==> config.mk <==
export PLATFORM = sky130hd
export DESIGN_NAME = pipe_ctrl_flat
export DESIGN_NICKNAME = d
export VERILOG_FILES = /design/src/rtl/pipe_ctrl_if.sv /design/src/rtl/pipe_ctrl.sv /design/src/flat_wrapper.sv
export SDC_FILE = /design/constraint.sdc
export NUM_CORES = 1
export LEC_CHECK = 0
export CAP_MARGIN = 10
export CORE_MARGIN = 8
export CORE_UTILIZATION = 46
export DETAILED_ROUTE_END_ITERATION = 16
export GPL_TIMING_DRIVEN = 0
export PLACE_DENSITY = 0.88
export SETUP_SLACK_MARGIN = 0.2
export SYNTH_ARGS = -nofsm -noshare
export SYNTH_HDL_FRONTEND = slang
export SYNTH_SLANG_ARGS = --single-unit
==> constraint.sdc <==
create_clock -name clk -period 2.9 [get_ports clk]
set_input_delay 0.87 -clock clk [delete_from_list [all_inputs] [get_ports clk]]
set_output_delay 0.87 -clock clk [all_outputs]
set_load 0.02 [all_outputs]
==> src/rtl/pipe_ctrl_if.sv <==
// Handshake bundle between the stage chain and the hazard/sequencing controller.
// The controller sits on the slave side; the pipeline top (or a bench) is the master.
interface pipe_ctrl_if #(
   parameter int NUM_STAGES = 5,
   parameter int REG_IDX_W  = 5,
   parameter int CNT_W      = 32
);
   logic                  i_resetn;
   logic                  i_ex_branch;
   logic                  i_ex_is_load;
   logic [REG_IDX_W-1:0]  i_ex_dest_reg;
   logic [REG_IDX_W-1:0]  i_id_rs1;
   logic [REG_IDX_W-1:0]  i_id_rs2;
   logic                  i_id_rs1_used;
   logic                  i_id_rs2_used;
   logic                  i_mem_busy;
   logic [NUM_STAGES-1:0] o_stall;
   logic [NUM_STAGES-1:0] o_clr;
   logic [1:0]            o_state;
   logic                  o_mem_timeout;
   logic [CNT_W-1:0]      o_stall_cnt;
   logic [CNT_W-1:0]      o_flush_cnt;

   modport master (
      output i_resetn, i_ex_branch, i_ex_is_load, i_ex_dest_reg, i_id_rs1, i_id_rs2,
             i_id_rs1_used, i_id_rs2_used, i_mem_busy,
      input  o_stall, o_clr, o_state, o_mem_timeout, o_stall_cnt, o_flush_cnt
   );

   modport slave (
      input  i_resetn, i_ex_branch, i_ex_is_load, i_ex_dest_reg, i_id_rs1, i_id_rs2,
             i_id_rs1_used, i_id_rs2_used, i_mem_busy,
      output o_stall, o_clr, o_state, o_mem_timeout, o_stall_cnt, o_flush_cnt
   );
endinterface

==> src/rtl/pipe_ctrl.sv <==
// Pipeline hazard/sequencing controller: reset clearing, load-use bubbles, branch
// flushes, memory-wait freeze with timeout, and stall/flush statistics.
module pipe_ctrl #(
   parameter int NUM_STAGES      = 5,
   parameter int REG_IDX_W       = 5,
   parameter int INIT_CLR_CYCLES = 2,
   parameter int FLUSH_STAGES    = 2,
   parameter int MEM_TIMEOUT     = 16,
   parameter int CNT_W           = 32
) (
   input  logic        clk,
   input  logic        areset,
   pipe_ctrl_if.slave  bus
);
   typedef enum logic [1:0] {
      ST_INIT     = 2'd0,
      ST_RUN      = 2'd1,
      ST_MEM_WAIT = 2'd2,
      ST_FAULT    = 2'd3
   } state_e;

   localparam int INIT_W = $clog2(INIT_CLR_CYCLES + 1);
   localparam int WAIT_W = $clog2(MEM_TIMEOUT + 1);
   localparam logic [CNT_W-1:0] CNT_MAX = '1;

   state_e                state_q, state_d;
   logic [INIT_W-1:0]     init_cnt_q, init_cnt_d;
   logic [WAIT_W-1:0]     wait_cnt_q, wait_cnt_d;
   logic                  timeout_q, timeout_d;
   logic                  lu_mask_q, lu_mask_d;
   logic [CNT_W-1:0]      stall_cnt_q, stall_cnt_d;
   logic [CNT_W-1:0]      flush_cnt_q, flush_cnt_d;
   logic [NUM_STAGES-1:0] stall, clr;
   logic                  load_use, active, flush_fire, lu_fire;

   // After a bubble the EX slot holds that bubble (frozen through memory stalls),
   // so the same hazard cannot raise a second bubble.
   assign load_use = bus.i_ex_is_load && (bus.i_ex_dest_reg != '0) && !lu_mask_q &&
                     ((bus.i_id_rs1_used && (bus.i_id_rs1 == bus.i_ex_dest_reg)) ||
                      (bus.i_id_rs2_used && (bus.i_id_rs2 == bus.i_ex_dest_reg)));
   assign active   = (state_q == ST_RUN) || (state_q == ST_MEM_WAIT);

   always_comb begin
      stall      = '0;
      clr        = '0;
      flush_fire = 1'b0;
      lu_fire    = 1'b0;
      case (state_q)
         ST_INIT:  clr   = '1;
         ST_FAULT: stall = '1;
         default: begin
            if (bus.i_mem_busy) begin
               stall                = {1'b0, {(NUM_STAGES-1){1'b1}}};
               clr[NUM_STAGES-1]    = 1'b1;
            end else if (bus.i_ex_branch) begin
               clr[FLUSH_STAGES-1:0] = '1;
               flush_fire            = 1'b1;
            end else if (load_use) begin
               stall[1:0] = 2'b11;
               clr[2]     = 1'b1;
               lu_fire    = 1'b1;
            end
         end
      endcase
   end

   always_comb begin
      state_d     = state_q;
      init_cnt_d  = init_cnt_q;
      wait_cnt_d  = wait_cnt_q;
      timeout_d   = timeout_q;
      lu_mask_d   = lu_fire || (lu_mask_q && active && bus.i_mem_busy);
      stall_cnt_d = ((|stall) && (stall_cnt_q != CNT_MAX)) ? stall_cnt_q + 1'b1 : stall_cnt_q;
      flush_cnt_d = (flush_fire && (flush_cnt_q != CNT_MAX)) ? flush_cnt_q + 1'b1 : flush_cnt_q;
      case (state_q)
         ST_INIT: begin
            if (init_cnt_q <= INIT_W'(1)) begin
               state_d    = ST_RUN;
               init_cnt_d = '0;
            end else begin
               init_cnt_d = init_cnt_q - 1'b1;
            end
         end
         ST_RUN: begin
            if (bus.i_mem_busy) begin
               state_d    = ST_MEM_WAIT;
               wait_cnt_d = WAIT_W'(1);
            end
         end
         ST_MEM_WAIT: begin
            if (!bus.i_mem_busy) begin
               state_d    = ST_RUN;
               wait_cnt_d = '0;
            end else if (wait_cnt_q >= WAIT_W'(MEM_TIMEOUT - 1)) begin
               state_d    = ST_FAULT;
               timeout_d  = 1'b1;
               wait_cnt_d = WAIT_W'(MEM_TIMEOUT);
            end else begin
               wait_cnt_d = wait_cnt_q + 1'b1;
            end
         end
         default: ;
      endcase
      // Soft reset overrides everything, including FAULT and a pending wait.
      if (!bus.i_resetn) begin
         state_d     = ST_INIT;
         init_cnt_d  = INIT_W'(INIT_CLR_CYCLES);
         wait_cnt_d  = '0;
         timeout_d   = 1'b0;
         lu_mask_d   = 1'b0;
         stall_cnt_d = '0;
         flush_cnt_d = '0;
      end
   end

   always_ff @(posedge clk or posedge areset) begin
      if (areset) begin
         state_q     <= ST_INIT;
         init_cnt_q  <= INIT_W'(INIT_CLR_CYCLES);
         wait_cnt_q  <= '0;
         timeout_q   <= 1'b0;
         lu_mask_q   <= 1'b0;
         stall_cnt_q <= '0;
         flush_cnt_q <= '0;
      end else begin
         state_q     <= state_d;
         init_cnt_q  <= init_cnt_d;
         wait_cnt_q  <= wait_cnt_d;
         timeout_q   <= timeout_d;
         lu_mask_q   <= lu_mask_d;
         stall_cnt_q <= stall_cnt_d;
         flush_cnt_q <= flush_cnt_d;
      end
   end

   assign bus.o_stall       = stall;
   assign bus.o_clr         = clr;
   assign bus.o_state       = state_q;
   assign bus.o_mem_timeout = timeout_q;
   assign bus.o_stall_cnt   = stall_cnt_q;
   assign bus.o_flush_cnt   = flush_cnt_q;
endmodule

==> src/flat_wrapper.sv <==
// flat-port wrapper written by rule: the top's interface ports become plain ports
module pipe_ctrl_flat 
#(
   parameter int NUM_STAGES      = 5,
   parameter int REG_IDX_W       = 5,
   parameter int INIT_CLR_CYCLES = 2,
   parameter int FLUSH_STAGES    = 2,
   parameter int MEM_TIMEOUT     = 16,
   parameter int CNT_W           = 32
)
  (clk, areset, bus_i_resetn, bus_i_ex_branch, bus_i_ex_is_load, bus_i_ex_dest_reg, bus_i_id_rs1, bus_i_id_rs2, bus_i_id_rs1_used, bus_i_id_rs2_used, bus_i_mem_busy, bus_o_stall, bus_o_clr, bus_o_state, bus_o_mem_timeout, bus_o_stall_cnt, bus_o_flush_cnt);
  pipe_ctrl_if #(.NUM_STAGES(NUM_STAGES), .REG_IDX_W(REG_IDX_W), .CNT_W(CNT_W)) bus_i ();
  input  logic clk;
  input  logic areset;
  input wire logic [$bits(bus_i.i_resetn)-1:0] bus_i_resetn;
  input wire logic [$bits(bus_i.i_ex_branch)-1:0] bus_i_ex_branch;
  input wire logic [$bits(bus_i.i_ex_is_load)-1:0] bus_i_ex_is_load;
  input wire logic [$bits(bus_i.i_ex_dest_reg)-1:0] bus_i_ex_dest_reg;
  input wire logic [$bits(bus_i.i_id_rs1)-1:0] bus_i_id_rs1;
  input wire logic [$bits(bus_i.i_id_rs2)-1:0] bus_i_id_rs2;
  input wire logic [$bits(bus_i.i_id_rs1_used)-1:0] bus_i_id_rs1_used;
  input wire logic [$bits(bus_i.i_id_rs2_used)-1:0] bus_i_id_rs2_used;
  input wire logic [$bits(bus_i.i_mem_busy)-1:0] bus_i_mem_busy;
  output wire logic [$bits(bus_i.o_stall)-1:0] bus_o_stall;
  output wire logic [$bits(bus_i.o_clr)-1:0] bus_o_clr;
  output wire logic [$bits(bus_i.o_state)-1:0] bus_o_state;
  output wire logic [$bits(bus_i.o_mem_timeout)-1:0] bus_o_mem_timeout;
  output wire logic [$bits(bus_i.o_stall_cnt)-1:0] bus_o_stall_cnt;
  output wire logic [$bits(bus_i.o_flush_cnt)-1:0] bus_o_flush_cnt;
  assign bus_i.i_resetn = bus_i_resetn;
  assign bus_i.i_ex_branch = bus_i_ex_branch;
  assign bus_i.i_ex_is_load = bus_i_ex_is_load;
  assign bus_i.i_ex_dest_reg = bus_i_ex_dest_reg;
  assign bus_i.i_id_rs1 = bus_i_id_rs1;
  assign bus_i.i_id_rs2 = bus_i_id_rs2;
  assign bus_i.i_id_rs1_used = bus_i_id_rs1_used;
  assign bus_i.i_id_rs2_used = bus_i_id_rs2_used;
  assign bus_i.i_mem_busy = bus_i_mem_busy;
  assign bus_o_stall = bus_i.o_stall;
  assign bus_o_clr = bus_i.o_clr;
  assign bus_o_state = bus_i.o_state;
  assign bus_o_mem_timeout = bus_i.o_mem_timeout;
  assign bus_o_stall_cnt = bus_i.o_stall_cnt;
  assign bus_o_flush_cnt = bus_i.o_flush_cnt;
  pipe_ctrl #(.NUM_STAGES(NUM_STAGES), .REG_IDX_W(REG_IDX_W), .INIT_CLR_CYCLES(INIT_CLR_CYCLES), .FLUSH_STAGES(FLUSH_STAGES), .MEM_TIMEOUT(MEM_TIMEOUT), .CNT_W(CNT_W)) u_core (.clk(clk), .areset(areset), .bus(bus_i));
endmodule
Word-level counts from Yosys, hierarchy flattened:

Cells that the tools add are included.

* flip-flop bits (word level): 75
* bits of input ports: 23
* word-level logic and storage cells: 92
* output and inout bits: 77

* muxes and demuxes: 41
* add/sub/neg operators: 4
* magnitude comparators: 2
* reduce and logical (&&, ||, !) cells: 20
* equal/unequal tests: 18

Operators with widths (count)
* 32-bit 2-to-1 mux: 4
* 32-bit by 1-bit adder with 32-bit output, second input constant: 2
* 32-bit inequality test, second input constant: 2
* 2-bit 2-to-1 mux: 13
* 5-bit 2-to-1 mux: 4
* 5-bit case mux with 2 select lines: 2
* 1-bit 2-to-1 mux: 14
* 2-bit by 1-bit inequality test with 1-bit output, second input constant: 6
* 5-bit == test: 2
* 1-bit logical AND: 9
* 2-bit case mux with 3 select lines: 1
* 3-bit case mux with 2 select lines: 1
* 5-bit by 1-bit adder with 5-bit output, second input constant: 1
* 5-bit by 4-bit >= comparator with 1-bit output, second input constant: 1
* 5-bit nonzero test: 1
* 5-bit OR reduction: 1
* 2-bit == test, second input constant: 2
* 4-bit by 1-bit inequality test with 1-bit output, second input constant: 1
* 4-bit inequality test, second input constant: 1
* 4-bit AND reduction: 1
* 1-bit logical OR: 3
* 3-bit 2-to-1 mux: 1
* 3-bit by 1-bit inequality test with 1-bit output, second input constant: 1
* 3-bit by 2-bit inequality test with 1-bit output, second input constant: 1
* 10 further kinds: 10

Longest topological paths before layout:

* word-level depth: 12
* gate-level depth with buffers: 11
* mapped depth without buffers: 8

Worst setup path after synthesis:

No wires, ideal clock.

* path kind: reg-to-output
* start point: reg u_core.state_q[0], in the netlist u_core.bus.o_state[0]
* end point: out bus_o_stall[1]
* arrival: 2.101 ns
* buffers on the path: 2
* path slack: -0.071 ns
* required time: 2.030 ns
* cell stages (with the launch flop): 7
* cell sequence: dfrtp_1 -> inv_1 -> ha_1 -> buf_2 -> o21ai_0 -> nand2b_1 -> buf_4

* word-level cells in the longest chain between the ends: 2
* elaborated cells on any way between the ends: 3
* classes of those cells: eq/ne: 1; mux: 1; reduce/logical: 1

RTL lines
* from (decl): RTL line pipe_ctrl.sv:26 `state_e state_q, state_d;`
* from (signal assigned): RTL line pipe_ctrl.sv:126 `state_q <= state_d;`
* 2-bit == test / 2-bit zero test (equally long branches): RTL line pipe_ctrl.sv:48 `case (state_q)`
* 5-bit case mux with 2 select lines (*): RTL line pipe_ctrl.sv:48
* to (decl): RTL line flat_wrapper.sv:24 `output wire logic [$bits(bus_i.o_stall)-1:0] bus_o_stall;`

Every way passes the cells marked *; elsewhere a longest branch is shown, timed or not.

Final worst setup path:

* start point: in bus_i_ex_dest_reg[4]
* end point: out bus_o_clr[2]

* word-level cells in the longest chain between the ends: 8
* elaborated cells on any way between the ends: 13
* classes of those cells: eq/ne: 2; mux: 4; reduce/logical: 7

RTL lines
* from (decl): RTL line flat_wrapper.sv:18 `input wire logic [$bits(bus_i.i_ex_dest_reg)-1:0] bus_i_ex_dest_reg;`
* 5-bit == test (tied with other cells): RTL line pipe_ctrl.sv:39 `((bus.i_id_rs1_used && (bus.i_id_rs1 == bus.i_ex_dest_reg)) ||`
* 1-bit logical AND, on equally long branches: RTL line pipe_ctrl.sv:39, pipe_ctrl.sv:38, pipe_ctrl.sv:40
* 1-bit logical OR / 1-bit logical AND (equally long branches): RTL line pipe_ctrl.sv:39, pipe_ctrl.sv:38
* 1-bit logical AND (*): RTL line pipe_ctrl.sv:38 `assign load_use = bus.i_ex_is_load && (bus.i_ex_dest_reg != '0) && !lu_mask_q &&`
* 1-bit 2-to-1 mux (*): RTL line pipe_ctrl.sv:58 `end else if (load_use) begin`
* 1-bit 2-to-1 mux (*): RTL line pipe_ctrl.sv:55 `end else if (bus.i_ex_branch) begin`
* 3-bit 2-to-1 mux (*): RTL line pipe_ctrl.sv:52 `if (bus.i_mem_busy) begin`
* 3-bit case mux with 2 select lines (*): RTL line pipe_ctrl.sv:48
* to (decl): RTL line flat_wrapper.sv:25 `output wire logic [$bits(bus_i.o_clr)-1:0] bus_o_clr;`

Marked as above.

==> impl_metrics.yaml <==
outcome:
  status: "complete, but fails checks"
  violations: "negative setup slack"
critical_path:
  cp_max_fo: 3
  slowest_delay_ns: 0.54
  cp-end-kind: "output pin"
  cp_top_family: "simple AND/OR/NAND/NOR gates"
  slowest_stage: "or4_4"
  path_cells: "buf_8 > or4_4 > o21a_1 > nand2_2 > or2_4 > nand2_4 > buf_6"
  crit_type: "primary input to output pin"
  worst-path-buf-inv: 2
  reg2reg_from: "u_core.bus.o_state[1]$_DFFE_PP0P_"
  cp.required_ns: 2.03
  cp.arrival_ns: 2.13
  critPathLaunchType: "primary input"
  critPathLaunch: "bus_i_ex_dest_reg[4]"
routing:
  first_iter_violations: 280
  wl_per_cell_um: 17.47
  dr.pass1.iters: 5
  viasPerCell: 5.937
  post-route-drc-count: 0
  final_antenna_net_count: 0
  wirelength_mm: 12.53
  num_vias: 4257
timing:
  finalSetupViolations: 2
  hold_ws_ns: 0.5016
  rsz0062_at_grt: "true"
  fin_ws_ns: -0.09558
  fmax_ghz: 0.3338
  finalHoldViolCount: 0
  fin_crit_sh_pct: 103.3
  tightest_slew_ns: 0.8448
  fin_skew_ns: 0.01108
  max-slew-margin-rel_pct: 43.56
  min_period_ns: 2.996
  final_max_slew_viol_count: 0
yosys:
  synth_most_common_cell: "dfrtp_1"
  netlist_area_sq_um: 4303
  ys_seq_elements: 75
  yosysTopAreaCell: "dfrtp_1"
  ys_warn_count: 0
  avgSynthCellArea_sq_um: 8.964
  synth_common_cells: "dfrtp_1, nand2_1, a21oi_1"
  synthCells: 480
  synth_top_cell_area_share_pct: 43.04
  yosysSeqAreaShare_pct: 43.65
  ys_top_cells_by_area: "dfrtp_1, a21oi_1, nand2_1, or3_1, xnor2_1"
  synth.distinct_cells: 50
  synthFlopType: "dfrtp_1"
  synthArstFlopShare_pct: 100.0
  synth-edff-count: 0
  synth_nets: 511
grt:
  groute.usage.overall_pct: 19.36
  grt_first_pass_wirelength_mm: 20.27
  grt_max_degree: 39
  grt-ovfl-total: 0
  antenna_found_initial: 0
  first_global_vias: 4228
place:
  port_buffers: 97
  place_hpwl_mm: 9.141
  place.gp.congestion: 0.8410
  postPlaceCellArea_sq_um: 5468
clock_tree:
  cts_max_level: 3
  clock_latency_ns: 0.36
  clkTransAtPathRegs_ns: 0.08
  clk_root_buffer_cell: "clkbuf_8"
  cts_buffers: 9
  cts_tree: "done"
  cts_sinks: 75
  clockBufferDepth: 2
  hold_buffers: 0
min_path:
  hp-class: "register to register"
  hp-start: "u_core.init_cnt_q[1]$_DFFE_PP1P_"
floorplanning:
  io_pins: 100
  die_w_um: 112.7
  dieHeight_um: 112.7
  rows: 35
  die_area_sq_um: 12700
  initial_core_util_pct: 47.01
  core-area_sq_um: 9153
power:
  leakagePower_nw: 2.230
  ir_drop_mv: 0.2894
  powerDensity_nw_per_um2: 509.8
cells_and_area:
  antenna-diode-count: 0
  final_area_sq_um: 5804
  drive_gt1_share_pct: 14.19
  syn_to_final_growth_pct: 34.89
  final_nets: 632
run:
  cap_viol_max_count: 0
-- per-stage QoR --
stage / instances / total power [W] / TNS [ns] / setup slack, ns / utilization (%)
5_1_grt: 717 / 0.003100 / -0.2992 / -0.1591 / 63.42
3_3_place_gp: 688 / 0.001999 / -12.47 / -1.131 / 59.52
3_5_place_dp: 689 / 0.002035 / -14.00 / -1.159 / 59.74
6_report: 717 / 0.002959 / -0.1729 / -0.09558 / 63.42
2_1_floorplan: 480 / 0.001682 / 0 / 0.1070 / -
4_1_cts: 711 / 0.002893 / -0.1679 / -0.09370 / 62.57
-- metal layers --
metal  share of wire, %  GRT usage [%]
met3                7.0          4.739
met5                  0              0
met4                2.2          7.914
met1                 41          22.94
met2                 50          32.92
-- path summary, 6_finish.rpt --
kind | end | slack (ns) | depth (start not counted)
max | bus_o_clr[2] | -0.1 | 7
min | u_core.init_cnt_q[1]$_DFFE_PP1P_ | 0.50 | 2
max reg2reg | u_core.bus.o_stall_cnt[27]$_DFFE_PP0P_ | 0.29 | 10
min reg2reg | u_core.init_cnt_q[1]$_DFFE_PP1P_ | 0.50 | 2
max in group asynchronous | u_core.init_cnt_q[1]$_DFFE_PP1P_ | 1.16 | 3
min in group asynchronous | u_core.bus.o_stall_cnt[29]$_DFFE_PP0P_ | 1.02 | 2
-- placed cells by master, fill, tap and decap left out, drive strengths merged, types with 3 or more instances in the layout --
cell / netlist / final
clkinv: 1 / 3
buf: 12 / 35
xnor2: 17 / 17
and2: 3 / 3
or4: 18 / 18
a21oi: 47 / 47
nor4: 4 / 4
a31oi: 4 / 4
nand2: 49 / 49
o31ai: 19 / 19
or3: 26 / 26
o21ai: 35 / 35
nand3: 21 / 21
nor3: 5 / 5
and4: 8 / 8
xor2: 14 / 14
clkdlybuf4s50: 0 / 70
ha: 8 / 8
clkinvlp: 0 / 3
inv: 15 / 15
dlygate4sd2: 0 / 6
nor2: 37 / 37
clkdlybuf4s15: 0 / 6
nand4: 19 / 19
clkbuf: 11 / 25
and3: 8 / 8
dfrtp: 74 / 74
-- what timing repair did --
action / in CTS / in global routing
setup endpoints to repair: 39 / 16
pin swaps: 20 / 8
gates resized for setup: 83 / 26
buffers inserted: 6 / 6
-- state kept, by name, summed over array words and instances (netlist names) --
| name | flops |
|---|---|
| u_core.bus.o_flush_cnt | 32 |
| u_core.wait_cnt_q | 5 |
| u_core.lu_mask_q | 1 |
| u_core.bus.o_mem_timeout | 1 |
| u_core.bus.o_state | 2 |
| u_core.init_cnt_q | 2 |
| u_core.bus.o_stall_cnt | 32 |
-- area by class of cell --
class | instances | area, sq um
fill | 741 | 3348
multi-input combinational | 366 | 2340
sequential | 75 | 1878
timing repair buffer | 110 | 1044
buffer | 23 | 138.9
tap | 111 | 138.9
clock buffer | 10 | 137.6
clock inverter | 6 | 63.81
inverter | 16 | 63.81
-- power by group --
| part | switching, W | internal [W] | leakage [nW] |
|---|---|---|---|
| Sequential | 0.0000410 | 0.00109 | 1.04 |
| Combinational | 0.000551 | 0.000448 | 1.09 |
| Clock | 0.000411 | 0.000421 | 0.0987 |
-- logic make-up after synthesis --
logic type,count (synthesis),synth area share [%]
simple gates,206,25.76
compound gates,119,17.39
flops,75,43.65
buf+inv,39,4.100
xor+xnor,31,6.310
fa+ha+maj,8,2.326
mux,2,0.4653
-- tightest hold or removal path, stage by stage (launching register included) --
cell and delay [ns]:
dfstp_2 0.38, o21ai_0 0.07, nand2_1 0.06
Power figures use the tool's default switching activity.
